`config.mk`:
```
export PLATFORM = sky130hd
export DESIGN_NAME = duart_rx_channel_flat
export DESIGN_NICKNAME = d
export VERILOG_FILES = /design/src/rtl/duart_rx_channel_if.sv /design/src/rtl/duart_rx_channel.sv /design/src/flat_wrapper.sv
export SDC_FILE = /design/constraint.sdc
export NUM_CORES = 1
export LEC_CHECK = 0
export BUFFER_PORTS_ARGS = -buffer_cell sky130_fd_sc_hd__buf_2
export CAP_MARGIN = 10
export CORE_MARGIN = 8
export CORE_UTILIZATION = 35
export DETAILED_ROUTE_END_ITERATION = 8
export SLEW_MARGIN = 10
export SYNTH_ARGS = -nofsm -noshare
export SYNTH_HDL_FRONTEND = slang
export SYNTH_SLANG_ARGS = --single-unit
```
`constraint.sdc`:
```
create_clock -name clk -period 3.8 [get_ports clk]
set_input_delay 1.14 -clock clk [delete_from_list [all_inputs] [get_ports clk]]
set_output_delay 1.14 -clock clk [all_outputs]
set_load 0.02 [all_outputs]
```
`src/rtl/duart_rx_channel_if.sv`:
```
// Host-side bundle of the DUART receive channel: serial pin, enable,
// RHR pop / error clear strobes, and the head-of-FIFO status view.
interface duart_rx_channel_if #(
    parameter int FIFO_DEPTH = 3
);
    localparam int CW = $clog2(FIFO_DEPTH + 1);

    logic          rx;
    logic          rx_enable;
    logic          rd_strb;
    logic          clr_err;
    logic [7:0]    dout;
    logic          fe;
    logic          rx_rdy;
    logic          rx_ful;
    logic          ovr;
    logic [CW-1:0] count;

    // Register file / test host side
    modport master (
        output rx, rx_enable, rd_strb, clr_err,
        input  dout, fe, rx_rdy, rx_ful, ovr, count
    );

    // Receive channel side
    modport slave (
        input  rx, rx_enable, rd_strb, clr_err,
        output dout, fe, rx_rdy, rx_ful, ovr, count
    );
endinterface

```
`src/rtl/duart_rx_channel.sv`:
```
// 2681-style receive channel: 8N1 serial receiver feeding a small
// first-word-fall-through holding FIFO with sticky overrun.
module duart_rx_channel #(
    parameter int CLKS_PER_BIT = 434,
    parameter int FIFO_DEPTH   = 3
) (
    input  logic                clk,
    input  logic                reset,
    duart_rx_channel_if.slave   bus
);
    localparam int CW = $clog2(FIFO_DEPTH + 1);
    localparam int TW = $clog2(CLKS_PER_BIT);

    localparam logic [TW-1:0] BIT_END  = TW'(CLKS_PER_BIT - 1);
    localparam logic [TW-1:0] HALF_END = TW'(CLKS_PER_BIT / 2 - 1);
    localparam logic [CW-1:0] DEPTH_C  = CW'(FIFO_DEPTH);
    localparam logic [CW-1:0] LAST_PTR = CW'(FIFO_DEPTH - 1);

    typedef enum logic [1:0] {IDLE, START, DATA, STOP} state_t;

    // Receiver state
    logic          sync_q, rs_q, prev_q;
    state_t        state_q, state_d;
    logic [TW-1:0] tick_q, tick_d;
    logic [2:0]    bit_q, bit_d;
    logic [7:0]    shift_q, shift_d;
    logic          push;
    logic          push_fe;

    // FIFO state
    logic [8:0]    mem_q [FIFO_DEPTH];
    logic [CW-1:0] wr_ptr_q, wr_ptr_d;
    logic [CW-1:0] rd_ptr_q, rd_ptr_d;
    logic [CW-1:0] count_q, count_d;
    logic          ovr_q, ovr_d;
    logic          pop_ok, push_ok, overrun;

    // Frame FSM next-state: falling-edge arm, mid-bit sampling, stop check
    always_comb begin
        state_d = state_q;
        tick_d  = tick_q + 1'b1;
        bit_d   = bit_q;
        shift_d = shift_q;
        push    = 1'b0;
        push_fe = 1'b0;
        case (state_q)
            IDLE: begin
                tick_d = tick_q;
                if (prev_q && !rs_q) begin
                    state_d = START;
                    tick_d  = '0;
                end
            end
            START: begin
                if (tick_q == HALF_END) begin
                    tick_d  = '0;
                    bit_d   = '0;
                    // A start bit that has gone high again by mid-bit is noise
                    state_d = rs_q ? IDLE : DATA;
                end
            end
            DATA: begin
                if (tick_q == BIT_END) begin
                    tick_d  = '0;
                    shift_d = {rs_q, shift_q[7:1]};
                    if (bit_q == 3'd7) begin
                        state_d = STOP;
                    end else begin
                        bit_d = bit_q + 1'b1;
                    end
                end
            end
            STOP: begin
                if (tick_q == BIT_END) begin
                    tick_d  = '0;
                    push    = 1'b1;
                    push_fe = !rs_q;
                    state_d = IDLE;
                end
            end
            default: state_d = IDLE;
        endcase
        // Disabling the receiver throws away any partial frame
        if (!bus.rx_enable) begin
            state_d = IDLE;
            tick_d  = '0;
            push    = 1'b0;
        end
    end

    // FIFO bookkeeping: pop first so a full FIFO can accept a same-cycle push
    always_comb begin
        pop_ok   = bus.rd_strb && (count_q != '0);
        push_ok  = push && ((count_q != DEPTH_C) || pop_ok);
        overrun  = push && !push_ok;
        wr_ptr_d = wr_ptr_q;
        rd_ptr_d = rd_ptr_q;
        count_d  = count_q;
        if (push_ok) begin
            wr_ptr_d = (wr_ptr_q == LAST_PTR) ? '0 : wr_ptr_q + 1'b1;
        end
        if (pop_ok) begin
            rd_ptr_d = (rd_ptr_q == LAST_PTR) ? '0 : rd_ptr_q + 1'b1;
        end
        case ({push_ok, pop_ok})
            2'b10:   count_d = count_q + 1'b1;
            2'b01:   count_d = count_q - 1'b1;
            default: count_d = count_q;
        endcase
        // A new overrun beats a simultaneous clear
        ovr_d = overrun ? 1'b1 : (bus.clr_err ? 1'b0 : ovr_q);
    end

    // All control state, synchronizer and FIFO pointers
    always_ff @(posedge clk) begin
        if (reset) begin
            sync_q   <= 1'b1;
            rs_q     <= 1'b1;
            prev_q   <= 1'b1;
            state_q  <= IDLE;
            tick_q   <= '0;
            bit_q    <= '0;
            shift_q  <= '0;
            wr_ptr_q <= '0;
            rd_ptr_q <= '0;
            count_q  <= '0;
            ovr_q    <= 1'b0;
        end else begin
            sync_q   <= bus.rx;
            rs_q     <= sync_q;
            prev_q   <= rs_q;
            state_q  <= state_d;
            tick_q   <= tick_d;
            bit_q    <= bit_d;
            shift_q  <= shift_d;
            wr_ptr_q <= wr_ptr_d;
            rd_ptr_q <= rd_ptr_d;
            count_q  <= count_d;
            ovr_q    <= ovr_d;
        end
    end

    // Holding storage; contents are only visible through a non-zero count
    always_ff @(posedge clk) begin
        if (push_ok && !reset) begin
            mem_q[wr_ptr_q] <= {push_fe, shift_q};
        end
    end

    assign bus.dout   = (count_q == '0) ? 8'h00 : mem_q[rd_ptr_q][7:0];
    assign bus.fe     = (count_q == '0) ? 1'b0  : mem_q[rd_ptr_q][8];
    assign bus.rx_rdy = (count_q != '0);
    assign bus.rx_ful = (count_q == DEPTH_C);
    assign bus.ovr    = ovr_q;
    assign bus.count  = count_q;
endmodule
```
`src/flat_wrapper.sv`:
```
// flat-port wrapper written by rule: the top's interface ports become plain ports
module duart_rx_channel_flat 
#(
    parameter int CLKS_PER_BIT = 434,
    parameter int FIFO_DEPTH   = 3
)
  (clk, reset, bus_rx, bus_rx_enable, bus_rd_strb, bus_clr_err, bus_dout, bus_fe, bus_rx_rdy, bus_rx_ful, bus_ovr, bus_count);
  duart_rx_channel_if #(.FIFO_DEPTH(FIFO_DEPTH)) bus_i ();
  input  logic clk;
  input  logic reset;
  input wire logic [$bits(bus_i.rx)-1:0] bus_rx;
  input wire logic [$bits(bus_i.rx_enable)-1:0] bus_rx_enable;
  input wire logic [$bits(bus_i.rd_strb)-1:0] bus_rd_strb;
  input wire logic [$bits(bus_i.clr_err)-1:0] bus_clr_err;
  output wire logic [$bits(bus_i.dout)-1:0] bus_dout;
  output wire logic [$bits(bus_i.fe)-1:0] bus_fe;
  output wire logic [$bits(bus_i.rx_rdy)-1:0] bus_rx_rdy;
  output wire logic [$bits(bus_i.rx_ful)-1:0] bus_rx_ful;
  output wire logic [$bits(bus_i.ovr)-1:0] bus_ovr;
  output wire logic [$bits(bus_i.count)-1:0] bus_count;
  assign bus_i.rx = bus_rx;
  assign bus_i.rx_enable = bus_rx_enable;
  assign bus_i.rd_strb = bus_rd_strb;
  assign bus_i.clr_err = bus_clr_err;
  assign bus_dout = bus_i.dout;
  assign bus_fe = bus_i.fe;
  assign bus_rx_rdy = bus_i.rx_rdy;
  assign bus_rx_ful = bus_i.rx_ful;
  assign bus_ovr = bus_i.ovr;
  assign bus_count = bus_i.count;
  duart_rx_channel #(.CLKS_PER_BIT(CLKS_PER_BIT), .FIFO_DEPTH(FIFO_DEPTH)) u_core (.clk(clk), .reset(reset), .bus(bus_i));
endmodule
```
## Yosys cells after proc, flatten, opt, wreduce, memory -nomap -nowiden

Memories as Yosys holds them, arrays and structs flattened. A register that Yosys moved wholly into a read port is not among the register bits.
Index checks and enable logic that the tools add are counted.

| word-level totals | value |
|---|---|
| output and inout port bits | 14 |
| register bits after elaboration | 32 |
| memories | 1 |
| RAM bits | 27 |
| logic and storage cells | 88 |

| cells by class | value |
|---|---|
| muxes and demuxes | 31 |
| add/subtract/negate cells | 6 |
| reductions and logical operators | 20 |
| eq/ne operators | 18 |
| bitwise gates (word level) | 1 |

Memories:

| memory | words | width | read ports | clocked after Yosys merged registers in | write ports | line | text |
|---|---|---|---|---|---|---|---|
| u_core.mem_q | 3 | 9 | 1 | 1 | 1 | duart_rx_channel.sv:31 | `logic [8:0] mem_q [FIFO_DEPTH];` |

Operators by type and width:

| kind | count |
|---|---|
| 2-to-1 mux 9 bit | 3 |
| case mux 9 bit (3 select lines) | 1 |
| 2-to-1 mux 2 bit | 10 |
| equality test 2 bit, second input constant | 6 |
| 2-to-1 mux 1 bit | 10 |
| != test 2 x 1 -> 1 bit, second input constant | 5 |
| adder 9 x 1 -> 9 bit, second input constant | 1 |
| equality test 9 x 8 -> 1 bit, second input constant | 1 |
| equality test 9 bit, second input constant | 1 |
| 2-to-1 mux 3 bit | 3 |
| 2-to-1 mux 8 bit | 1 |
| case mux 2 bit (4 select lines) | 1 |
| nonzero test 2 bit | 4 |
| adder 2 x 1 -> 2 bit, second input constant | 3 |
| case mux 3 bit (2 select lines) | 1 |
| logical AND 1 bit | 5 |
| AND reduction 5 bit | 1 |
| equality test 2 x 1 -> 1 bit, second input constant | 2 |
| zero test 2 bit | 2 |
| != test 2 bit, second input constant | 2 |
| case mux 2 bit (2 select lines) | 1 |
| AND reduction 4 bit | 1 |
| OR reduction 2 bit | 2 |
| adder 3 x 1 -> 3 bit, second input constant | 1 |
| other kinds (6) | 8 |

## Depth between registers and ports, before layout

| logic depth | value |
|---|---|
| word-level depth | 8 |
| depth in mapped cells | 9 |

## Worst setup path before layout

OpenSTA, ideal clock, no wires.

| timing | value |
|---|---|
| path type | input port to flip-flop |
| from | input bus_rd_strb |
| to | memory u_core.mem_q[2][0] (enable) |
| arrival time | 2,650 ps |
| required time | 3,397 ps |
| setup time | 403 ps |
| path slack | 747 ps |
| cell stages on the path | 4 |
| buffers on the path | 0 |
| cell sequence | nand3b_1 -> nand2_1 -> or2_1 -> nor4b_1 |

| between the ends | value |
|---|---|
| cells in the longest elaborated chain, start to end | 6 |

RTL lines:

| what | line | text |
|---|---|---|
| start: declaration | flat_wrapper.sv:13 | `input wire logic [$bits(bus_i.rd_strb)-1:0] bus_rd_strb;` |
| logical AND 1 bit | duart_rx_channel.sv:93 | `pop_ok = bus.rd_strb && (count_q != '0);` |
| logical OR 1 bit | duart_rx_channel.sv:94 | `push_ok = push && ((count_q != DEPTH_C) \|\| pop_ok);` |
| logical AND 1 bit | duart_rx_channel.sv:94 |  |
| logical AND 1 bit | duart_rx_channel.sv:145 | `if (push_ok && !reset) begin` |
| 2-to-1 mux 1 bit | duart_rx_channel.sv:145 |  |
| 2-to-1 mux 1 bit (implied by the code) | duart_rx_channel.sv:146 | `mem_q[wr_ptr_q] <= {push_fe, shift_q};` |
| end: declaration | duart_rx_channel.sv:31 |  |

Every way passes these cells.

==> flow_metrics.tcl <==
set metrics [dict create \
    status "completed" \
    rows 32 \
    critPathKind "reg2out" \
    worstSkewPairLatency_ns 0.33 \
    power_leakage_uw 0.00116 \
    reg2reg_depth 7 \
    grt_pass1_vias 1866 \
    holdPathStages 1 \
    total_power_uw 1350 \
    hold_violations 0 \
    synth_top_family_by_area "simple AND/OR/NAND/NOR gates" \
    ys_seq_elements 61 \
    yosys-top-cells-area "edfxtp_1 (29%), dfxtp_1 (25%), mux2i_1 (6.9%), nor2_1 (4.6%), a21oi_1 (3.3%)" \
    vias 1989 \
    numCtsBuffers 9 \
    dieArea_sq_um 11000 \
    fin_cells 391 \
    worstSetupEndpointType "output pin" \
    viasPerCell 5.09 \
    wl_um 5500 \
    drcViolationCount 0 \
    die_x_um 105 \
    synth_compound_area_frac 0.132 \
    crit_arrival_ns 1.74 \
    root_buffer "clkbuf_8" \
    final_antenna_net_count 0 \
    grt_pass1_wl_um 9340 \
    synth-xor-area-share 0.00632 \
    reg2reg_to "u_core.bus.count[1]$_SDFFE_PP0P_" \
    cts_hold_repair.buffers 0 \
    design_area_sq_um 3200 \
    drive_above_1_share 0.183 \
    synth_area_sq_um 2770 \
    coreArea_sq_um 7690 \
    seq_area_sq_um 1490 \
    place_inst 375 \
    diodes 0 \
    synth_top_cell_by_area "edfxtp_1" \
    wl_per_cell_um 14.1 \
    critPathSlowestCell "dfxtp_1" \
    syn_to_final_growth_pct 15.5 \
    clock_path_buffers 2 \
    post-cts-setup-buffer-count 0 \
    antenna_found_initial 0 \
    nFillCells 773 \
    cellPowerDensity_nw_per_um2 420 \
    cap_violations 0 \
    hold_class "reg2reg" \
    grt_usage 0.103 \
    syn_avg_cell_area_sq_um 10.6 \
    period_needed_ns 2.88 \
    start_util 0.361 \
    finalClockSkew_ns 0.00695 \
    synthSimpleGateAreaFrac 0.193 \
    clock-sinks 61 \
    synth_edf_count 27 \
    rrSetupSlack_ns 1.44 \
    tns_ns 0 \
    yosysSeqAreaShare 0.538 \
    grt_max_degree 30 \
    multi_input_comb_area_sq_um 1210 \
    clk_pin_slew_ns 0.07 \
    timing.rr.start "u_core.tick_q[0]$_SDFFE_PP0N_" \
    drt_pass1_iterations 4 \
    htreeDepth 3 \
    hp-start "u_core.sync_q$_SDFF_PP1_" \
    cts_resized 0 \
    whs_endpoint "u_core.rs_q$_SDFF_PP1_" \
    start_kind "register" \
    initialDrtViolationCount 84 \
    ir_drop_mv 0.191 \
    clock.fmax_ghz 0.347 \
    max-slew-margin-rel 0.441 \
    final_nets 296 \
    synth_fa_ha_area_frac 0.0271 \
    setup_viol 0 \
    synth_top_area_share 0.293 \
    synth_nets 274 \
    async_reset_ff_frac 0 \
    gp_congestion 0.855 \
    grt_overflow_total 0 \
    rsz0062_at_grt "no" \
    tightest_slew_ns 0.837 \
    crit_chain "mux2i_1 > nor2_1 > a21oi_1 > nor2_1 > buf_2" \
    crit_family "flip-flops" \
    synth_mux_area_frac 0.0727 \
    cts_tree "done" \
    slew_viol_final 0 \
    critPathMaxStageDelay_ns 0.69 \
    hpwl_um 3670 \
    synth_cell_types 50 \
    fin_crit_sh 0.759 \
    synthCells 262 \
    yosysWarnings 0 \
    hold_ws_ns 0.414 \
    cp_num_buf_inv 1 \
    path_max_fanout 9 \
    ios 20 \
    crit_top_cell "nor2_1" \
    place_area_sq_um 2980 \
    synth_top_flop_cell "dfxtp_1" \
    port_buffers 19 \
    fp.dieH_um 105 \
    cp.required_ns 2.66 \
]
==> kinds of logic after synthesis <==
| kind of cell | count (synthesis) |
|---|---|
| simple gates | 98 |
| buf+inv | 20 |
| mux | 20 |
| flops | 61 |
| fa+ha+maj | 6 |
| xor+xnor | 2 |
| compound gates | 55 |
==> area by class of cell <==
class                   instances  area share
multi-input cells             181       0.377
inverters                       9      0.0106
clock buffers                   9      0.0387
repair buffers                 22      0.0367
flip-flops and latches         61       0.466
clock inverters                 7      0.0309
well taps                     102      0.0399
==> cell usage in the layout (no fill, tap or decap), types with 5 or more instances in the layout <==
cell type	instances
o21ai_0	13
mux2i_1	19
dfxtp_1	34
clkbuf_8	9
nor2_1	34
or2_2	5
buf_2	19
a21oi_1	18
ha_1	6
nor2b_1	5
nand2_1	15
nand3_1	6
edfxtp_1	27
inv_1	9
==> power breakdown <==
group          internal [uW]  total (uW)  switching [uW]  leakage [uW]
logic                   7.56        23.1            15.6      0.000522
clock network            372         640             268      0.000110
registers                680         682            1.90      0.000530
==> Yosys cell counts, drive strengths merged (4+ instances only) <==
cell    count
o211ai      4
edfxtp     27
o21ai      14
ha          6
nand3b      4
nor3        4
nor2b       5
dfxtp      34
inv         9
nand3       6
nor4b       4
mux2i      19
nor2       34
nand2      15
clkbuf      8
or2         6
a21oi      18
==> state kept, by name, indices dropped and copies added (netlist names), named ones only <==
| signal | count |
|---|---|
| u_core.bus.ovr | 1 |
| u_core.prev_q | 1 |
| u_core.state_q | 1 |
| u_core.bit_q | 3 |
| u_core.wr_ptr_q | 2 |
| u_core.sync_q | 1 |
| u_core.tick_q | 9 |
| u_core.bus.count | 2 |
| u_core.mem_q | 27 |
| u_core.rs_q | 1 |
| u_core.rd_ptr_q | 2 |
| u_core.shift_q | 8 |
==> per-layer routing <==
layer / vias to the layer above / share of wire / track usage
li1: 1008 / - / -
met1: 948 / 0.47 / 0.122
met2: 26 / 0.47 / 0.169
met3: 7 / 0.036 / 0.0283
met4: 0 / 0.015 / 0.0520
met5: - / 0 / 0
==> per-stage QoR <==
step	worst slack (ns)	util
2_1_floorplan	0.747	-
3_3_place_gp	1.16	0.387
3_5_place_dp	1.13	0.387
4_1_cts	0.878	0.416
5_1_grt	0.777	0.416
6_report	0.915	0.416
==> how the worst max path moves through the flow <==
stage | end | slack (ns) | cells after the start
2_1_floorplan | u_core.mem_q[2][0]$_DFFE_PP_ | 0.75 | 4
3_3_place_gp | u_core.tick_q[2]$_SDFFE_PP0N_ | 1.16 | 4
3_5_place_dp | u_core.tick_q[2]$_SDFFE_PP0N_ | 1.13 | 4
4_1_cts | bus_dout[6] | 0.88 | 5
5_1_grt | bus_dout[6] | 0.78 | 5
6_report | bus_dout[6] | 0.92 | 5
Power figures use the tool's default switching activity.
